<file path="config.mk">
export PLATFORM = sky130hd
export DESIGN_NAME = uart_rx_deserializer_flat
export DESIGN_NICKNAME = d
export VERILOG_FILES = /design/src/rtl/uart_rx_deserializer_if.sv /design/src/rtl/uart_rx_deserializer.sv /design/src/flat_wrapper.sv
export SDC_FILE = /design/constraint.sdc
export NUM_CORES = 1
export LEC_CHECK = 0
export BUFFER_PORTS_ARGS = -buffer_cell sky130_fd_sc_hd__buf_2
export CORE_MARGIN = 2
export CORE_UTILIZATION = 52
export CTS_CLUSTER_DIAMETER = 60
export DETAILED_ROUTE_END_ITERATION = 8
export GPL_ROUTABILITY_DRIVEN = 0
export GPL_TIMING_DRIVEN = 0
export PLACE_DENSITY = 0.77
export SYNTH_ARGS = -nofsm -noshare
export SYNTH_HDL_FRONTEND = slang
export SYNTH_SLANG_ARGS = --single-unit
</file>
<file path="constraint.sdc">
create_clock -name clk -period 1.75 [get_ports clk]
set_input_delay 0.175 -clock clk [delete_from_list [all_inputs] [get_ports clk]]
set_output_delay 0.175 -clock clk [all_outputs]
set_load 0.005 [all_outputs]
</file>
<file path="src/rtl/uart_rx_deserializer_if.sv">
// Signal bundle between the serial-line front end and the deserializer core.
// The slave side is the deserializer; the master side drives the line and the tick.
`timescale 1ns/1ps
interface uart_rx_deserializer_if #(
    parameter int NBITS = 9
);
    logic             rx_in;
    logic             s_tick;
    logic [NBITS-1:0] data_out;
    logic             rx_done;
    logic             framing_error;
    logic             rx_busy;

    modport master (
        output rx_in, s_tick,
        input  data_out, rx_done, framing_error, rx_busy
    );

    modport slave (
        input  rx_in, s_tick,
        output data_out, rx_done, framing_error, rx_busy
    );
endinterface

</file>
<file path="src/rtl/uart_rx_deserializer.sv">
// UART receive front end: 16x-oversampled start/data/parity/stop capture.
// Presents {data, parity} to the downstream parity checker with a one-clk rx_done.
`timescale 1ns/1ps
module uart_rx_deserializer #(
    parameter int DATA_BITS  = 8,
    parameter int NBITS      = DATA_BITS + 1,
    parameter int OVERSAMPLE = 16
) (
    input  logic                  clk,
    input  logic                  rst,
    uart_rx_deserializer_if.slave bus
);
    localparam int TW = $clog2(OVERSAMPLE);
    localparam int BW = $clog2(DATA_BITS + 1);
    localparam logic [TW-1:0] MID_TICK  = TW'(OVERSAMPLE / 2 - 1);
    localparam logic [TW-1:0] LAST_TICK = TW'(OVERSAMPLE - 1);
    localparam logic [BW-1:0] LAST_BIT  = BW'(DATA_BITS - 1);

    typedef enum logic [2:0] {IDLE, START, DATA, PARITY, STOP} state_t;

    state_t               state;
    logic [1:0]           sync;
    logic                 rxs;
    logic [TW-1:0]        tick_cnt;
    logic [BW-1:0]        bit_cnt;
    logic [DATA_BITS-1:0] shift;
    logic                 parity;
    logic                 rearm;
    logic [NBITS-1:0]     data_q;
    logic                 done_q;
    logic                 ferr_q;
    logic                 busy_q;

    assign rxs               = sync[1];
    assign bus.data_out      = data_q;
    assign bus.rx_done       = done_q;
    assign bus.framing_error = ferr_q;
    assign bus.rx_busy       = busy_q;

    // NOTE: all state is assigned with <= so every flop samples pre-edge values.
    always_ff @(posedge clk) begin
        if (rst) begin
            state    <= IDLE;
            sync     <= 2'b11;
            tick_cnt <= '0;
            bit_cnt  <= '0;
            shift    <= '0;
            parity   <= 1'b0;
            rearm    <= 1'b1;
            data_q   <= '0;
            done_q   <= 1'b0;
            ferr_q   <= 1'b0;
            busy_q   <= 1'b0;
        end else begin
            sync   <= {sync[0], bus.rx_in};
            done_q <= 1'b0;
            ferr_q <= 1'b0;
            unique case (state)
                IDLE: begin
                    // Start detect runs every clk; rearm blocks restarts during a break.
                    if (rxs) begin
                        rearm <= 1'b1;
                    end else if (rearm) begin
                        state    <= START;
                        tick_cnt <= '0;
                        busy_q   <= 1'b1;
                    end
                end
                START: if (bus.s_tick) begin
                    if (tick_cnt == MID_TICK) begin
                        tick_cnt <= '0;
                        bit_cnt  <= '0;
                        if (!rxs) begin
                            state <= DATA;
                        end else begin
                            state  <= IDLE;
                            busy_q <= 1'b0;
                        end
                    end else begin
                        tick_cnt <= tick_cnt + TW'(1);
                    end
                end
                DATA: if (bus.s_tick) begin
                    if (tick_cnt == LAST_TICK) begin
                        tick_cnt <= '0;
                        shift    <= {rxs, shift[DATA_BITS-1:1]};
                        bit_cnt  <= bit_cnt + BW'(1);
                        if (bit_cnt == LAST_BIT) state <= PARITY;
                    end else begin
                        tick_cnt <= tick_cnt + TW'(1);
                    end
                end
                PARITY: if (bus.s_tick) begin
                    if (tick_cnt == LAST_TICK) begin
                        tick_cnt <= '0;
                        parity   <= rxs;
                        state    <= STOP;
                    end else begin
                        tick_cnt <= tick_cnt + TW'(1);
                    end
                end
                STOP: if (bus.s_tick) begin
                    if (tick_cnt == LAST_TICK) begin
                        tick_cnt <= '0;
                        data_q   <= {shift, parity};
                        done_q   <= 1'b1;
                        ferr_q   <= ~rxs;
                        rearm    <= rxs;
                        busy_q   <= 1'b0;
                        state    <= IDLE;
                    end else begin
                        tick_cnt <= tick_cnt + TW'(1);
                    end
                end
                default: state <= IDLE;
            endcase
        end
    end
endmodule

</file>
<file path="src/flat_wrapper.sv">
// flat-port wrapper written by rule: the top's interface ports become plain ports
module uart_rx_deserializer_flat 
#(
    parameter int DATA_BITS  = 8,
    parameter int NBITS      = DATA_BITS + 1,
    parameter int OVERSAMPLE = 16
)
  (clk, rst, bus_rx_in, bus_s_tick, bus_data_out, bus_rx_done, bus_framing_error, bus_rx_busy);
  uart_rx_deserializer_if #(.NBITS(NBITS)) bus_i ();
  input  logic clk;
  input  logic rst;
  input wire logic [$bits(bus_i.rx_in)-1:0] bus_rx_in;
  input wire logic [$bits(bus_i.s_tick)-1:0] bus_s_tick;
  output wire logic [$bits(bus_i.data_out)-1:0] bus_data_out;
  output wire logic [$bits(bus_i.rx_done)-1:0] bus_rx_done;
  output wire logic [$bits(bus_i.framing_error)-1:0] bus_framing_error;
  output wire logic [$bits(bus_i.rx_busy)-1:0] bus_rx_busy;
  assign bus_i.rx_in = bus_rx_in;
  assign bus_i.s_tick = bus_s_tick;
  assign bus_data_out = bus_i.data_out;
  assign bus_rx_done = bus_i.rx_done;
  assign bus_framing_error = bus_i.framing_error;
  assign bus_rx_busy = bus_i.rx_busy;
  uart_rx_deserializer #(.DATA_BITS(DATA_BITS), .NBITS(NBITS), .OVERSAMPLE(OVERSAMPLE)) u_core (.clk(clk), .rst(rst), .bus(bus_i));
endmodule
</file>
==> reports/qor.yml <==
yosys:
  synth_seq_cells: 35
  synth_warnings: 0
  syn_avg_cell_area_um2: 8.63
  yosysUniqueCellTypes: 43
  syn_nets: 194
  ys_seq_area_share_pct: 43.2
  synth_top_area_cell: "dfxtp_1"
  synthesis.area_mm2: 0.00162
  synth_top_cell_area_share_pct: 43.2
  synth_area_leaders: "dfxtp_1, mux2i_1, a21oi_1"
  syn_inst: 188
setup_path:
  crit_arrival_ns: 1.96
  rr_worst_depth: 5
  r2r-end: "u_core.state[0]"
  critPathMaxStageDelay_ns: 0.39
  worst_path_max_delay_cell: "dfxtp_4"
  critical_path_class: "reg2reg"
  crit_path_end_kind: "register"
  cp-start-kind: "register"
  crit_fanout: 7
  reg2reg_from: "u_core.tick_cnt[1]"
  rrSetupSlack_ns: 0.05
  path_cells: "ha_4 > nand2_2 > o221a_4 > a211oi_4 > mux2_2"
  worstPathRequired_ns: 2.01
worst_hold_path:
  hold_end: "u_core.state[0]"
  hp-class: "in2reg"
  min_path_cells: 3
  min-delay-start: "rst"
grt:
  grt_pass1_vias: 1317
  grt_max_degree: 13
  overflow: 0
  grt_first_pass_wirelength_um: 6130
  grt_antenna_before_repair: 0
  grt_usage_pct: 23.3
die:
  io_pins: 16
  initial_core_util_pct: 54.0
  die-area_mm2: 0.00358
  die_w_um: 59.8
  die_h_um: 59.8
  design.core.area_mm2: 0.00300
  rows: 20
layout:
  nNetsFinal: 217
  area_delta_synth_final_pct: 17.8
  fin_cells: 245
  layout-drive-gt1-share_pct: 27.4
  insertedDiodeCount: 0
detailed_routing:
  viasPerCell: 5.98
  drc: 0
  drt-initial-drc-count: 98
  routed_wirelength_um: 3840
  drtAntennaViolNets: 0
  dr_total_vias: 1464
  firstDrtPassIters: 4
  wl_per_cell_um: 15.7
pwr:
  power.density_mw_per_mm2: 1050
  total_leakage_power_uw: 0.000771
  vdd_drop_max_uv: 548
sta:
  finalHoldViolCount: 0
  min_period_ns: 1.70
  setup_viol: 0
  worst_slew_margin_rel_pct: 67.8
  fin_worst_skew_ns: 0.0188
  whs_ns: 0.252
  fmax_ghz: 0.590
  slew_violations: 0
  finalCritPeriodShare_pct: 96.9
  tightest_slew_ns: 0.484
cts:
  clkSlewWorstSetupHoldPaths_ns: 0.13
  clk_latency_ns: 0.35
  cts.sinks: 35
  root_buffer: "clkbuf_4"
  cts_buffers: 5
  clock_path_buffers: 2
  htree_levels: 2
  cts_tree: "done"
status:
  outcome: "finished clean"
placed_design:
  dpl.cell_count: 235
  post-dp-hpwl_um: 2510
  io_buffers: 14
run:
  cap_viol_max_count: 0
==> final cells by class <==
| cell class | instances | area [µm²] |
|---|---|---|
| clock buffer | 5 | 37.5 |
| buffer | 14 | 87.6 |
| multi-input combinational | 133 | 897 |
| timing repair buffer | 18 | 103 |
| inverter | 4 | 15.0 |
| sequential | 35 | 709 |
| tap | 33 | 41.3 |
| fill | 255 | 1090 |
| clock inverter | 3 | 20.0 |
==> metrics by stage <==
stage | util [%] | total power, µW | worst slack, ns | setup TNS, ns | area (µm²)
final | 63.6 | 2010 | 0.0547 | 0 | 1910
after global routing | 63.6 | 2140 | -0.0101 | -0.0179 | 1910
after CTS | 60.5 | 1930 | 0.00665 | 0 | 1820
after detailed placement | 57.7 | 1440 | -0.227 | -1.23 | 1730
after global placement | 57.7 | 1420 | -0.166 | -0.469 | 1730
after floorplan | - | 1320 | 0.00761 | 0 | 1620
==> repair_timing <==
item,in CTS,in global routing
setup endpoints to repair,16,17
resized for setup,7,22
buffers inserted,1,2
endpoints found under the hold margin,0,1
pin swaps,1,5
hold buffers,0,1
==> how the worst max path moves through the flow <==
stage                             from         endpoint  slack, ns  depth (start not counted)
floorplan           u_core.tick_cnt[0]  u_core.state[0]      0.008                          5
global placement    u_core.tick_cnt[0]  u_core.state[0]      -0.17                          5
detailed placement  u_core.tick_cnt[0]  u_core.state[0]      -0.23                          5
CTS                 u_core.tick_cnt[0]  u_core.state[0]      0.007                          5
global route           u_core.state[1]  u_core.state[0]      -0.01                          5
finish              u_core.tick_cnt[1]  u_core.state[0]       0.05                          5
==> power breakdown <==
group	internal, µW	switching [µW]	total [µW]
sequential	840	28.7	868
clock	153	302	456
combinational	301	387	688
==> per-layer routing <==
layer | vias to the layer above | share of wire (%) | global-route usage (%) | routed length [µm]
met1 | 714 | 44 | 28.9 | 1670
met5 | - | 0 | 0 | 0
li1 | 714 | - | - | -
met4 | 0 | 0.83 | 8.57 | 32
met2 | 33 | 52 | 37.0 | 1980
met3 | 3 | 3.9 | 8.44 | 148
==> registers in the layout, summed over array words and instances, names as in the netlist, 2 cells and up <==
name	cells
u_core.bus.data_out	9
u_core.bit_cnt	4
u_core.state	3
u_core.sync	2
u_core.shift	8
u_core.tick_cnt	4
==> synthesized netlist by cell type <==
cell,n
a41oi_1,1
nor2b_1,2
and4_1,1
o211ai_1,1
a211oi_2,1
and3b_1,1
o32ai_1,1
or3b_2,3
nand3_1,3
nand2b_1,2
or3b_1,1
o21ai_0,15
a31oi_1,2
mux2_2,1
o21a_1,1
inv_1,4
nor3_1,6
a311oi_1,1
a22o_1,1
nand2_1,17
nor2_1,18
a211oi_1,2
a21oi_1,16
buf_6,2
nand3b_1,2
mux2i_1,11
dfxtp_1,35
xor2_1,1
buf_2,7
nand4b_1,2
clkbuf_1,7
ha_1,2
xnor2_1,1
or3_1,2
or2_2,2
a22oi_1,1
nand4_1,5
a31o_2,2
and4b_1,1
a211o_1,1
o2bb2ai_1,1
o221a_2,1
or2_1,1
==> worst max-delay path, delay by kind of cell (launching register included) <==
family / cells / cell delay [ns]
adder cells (fa/ha/maj): 1 / 0.18
multiplexers: 1 / 0.36
AND/OR/NAND/NOR: 1 / 0.10
flip-flops: 1 / 0.39
AO/OA/AOI/OAI: 2 / 0.59
==> cell families after synthesis <==
logic type	count (synthesis)	share of synthesized area, %
XOR/XNOR	2	1.08
AO/OA/AOI/OAI	48	18.4
flip-flops	35	43.2
multiplexers	12	7.48
adder cells (fa/ha/maj)	2	1.54
buffers and inverters	20	6.10
AND/OR/NAND/NOR	69	22.1
==> placed cells by master, fill, tap and decap left out, types with 2 or more instances in the layout <==
master       n
clkbuf_1     5
buf_2       19
nor2_1      18
o21ai_0     13
or3b_2       2
mux2i_1     10
nor2b_1      2
a21oi_1     16
a31o_2       2
nor3_1       5
nand2_1     16
or2_2        2
nand4_1      5
a211oi_2     2
dfxtp_1     32
o21ai_1      2
inv_1        4
nand4b_1     2
clkinvlp_4   2
buf_4        3
dfxtp_4      2
a31oi_1      2
nand3b_1     2
clkbuf_4     6
nand3_1      3
No activity file was read; power rests on OpenSTA's default activity.
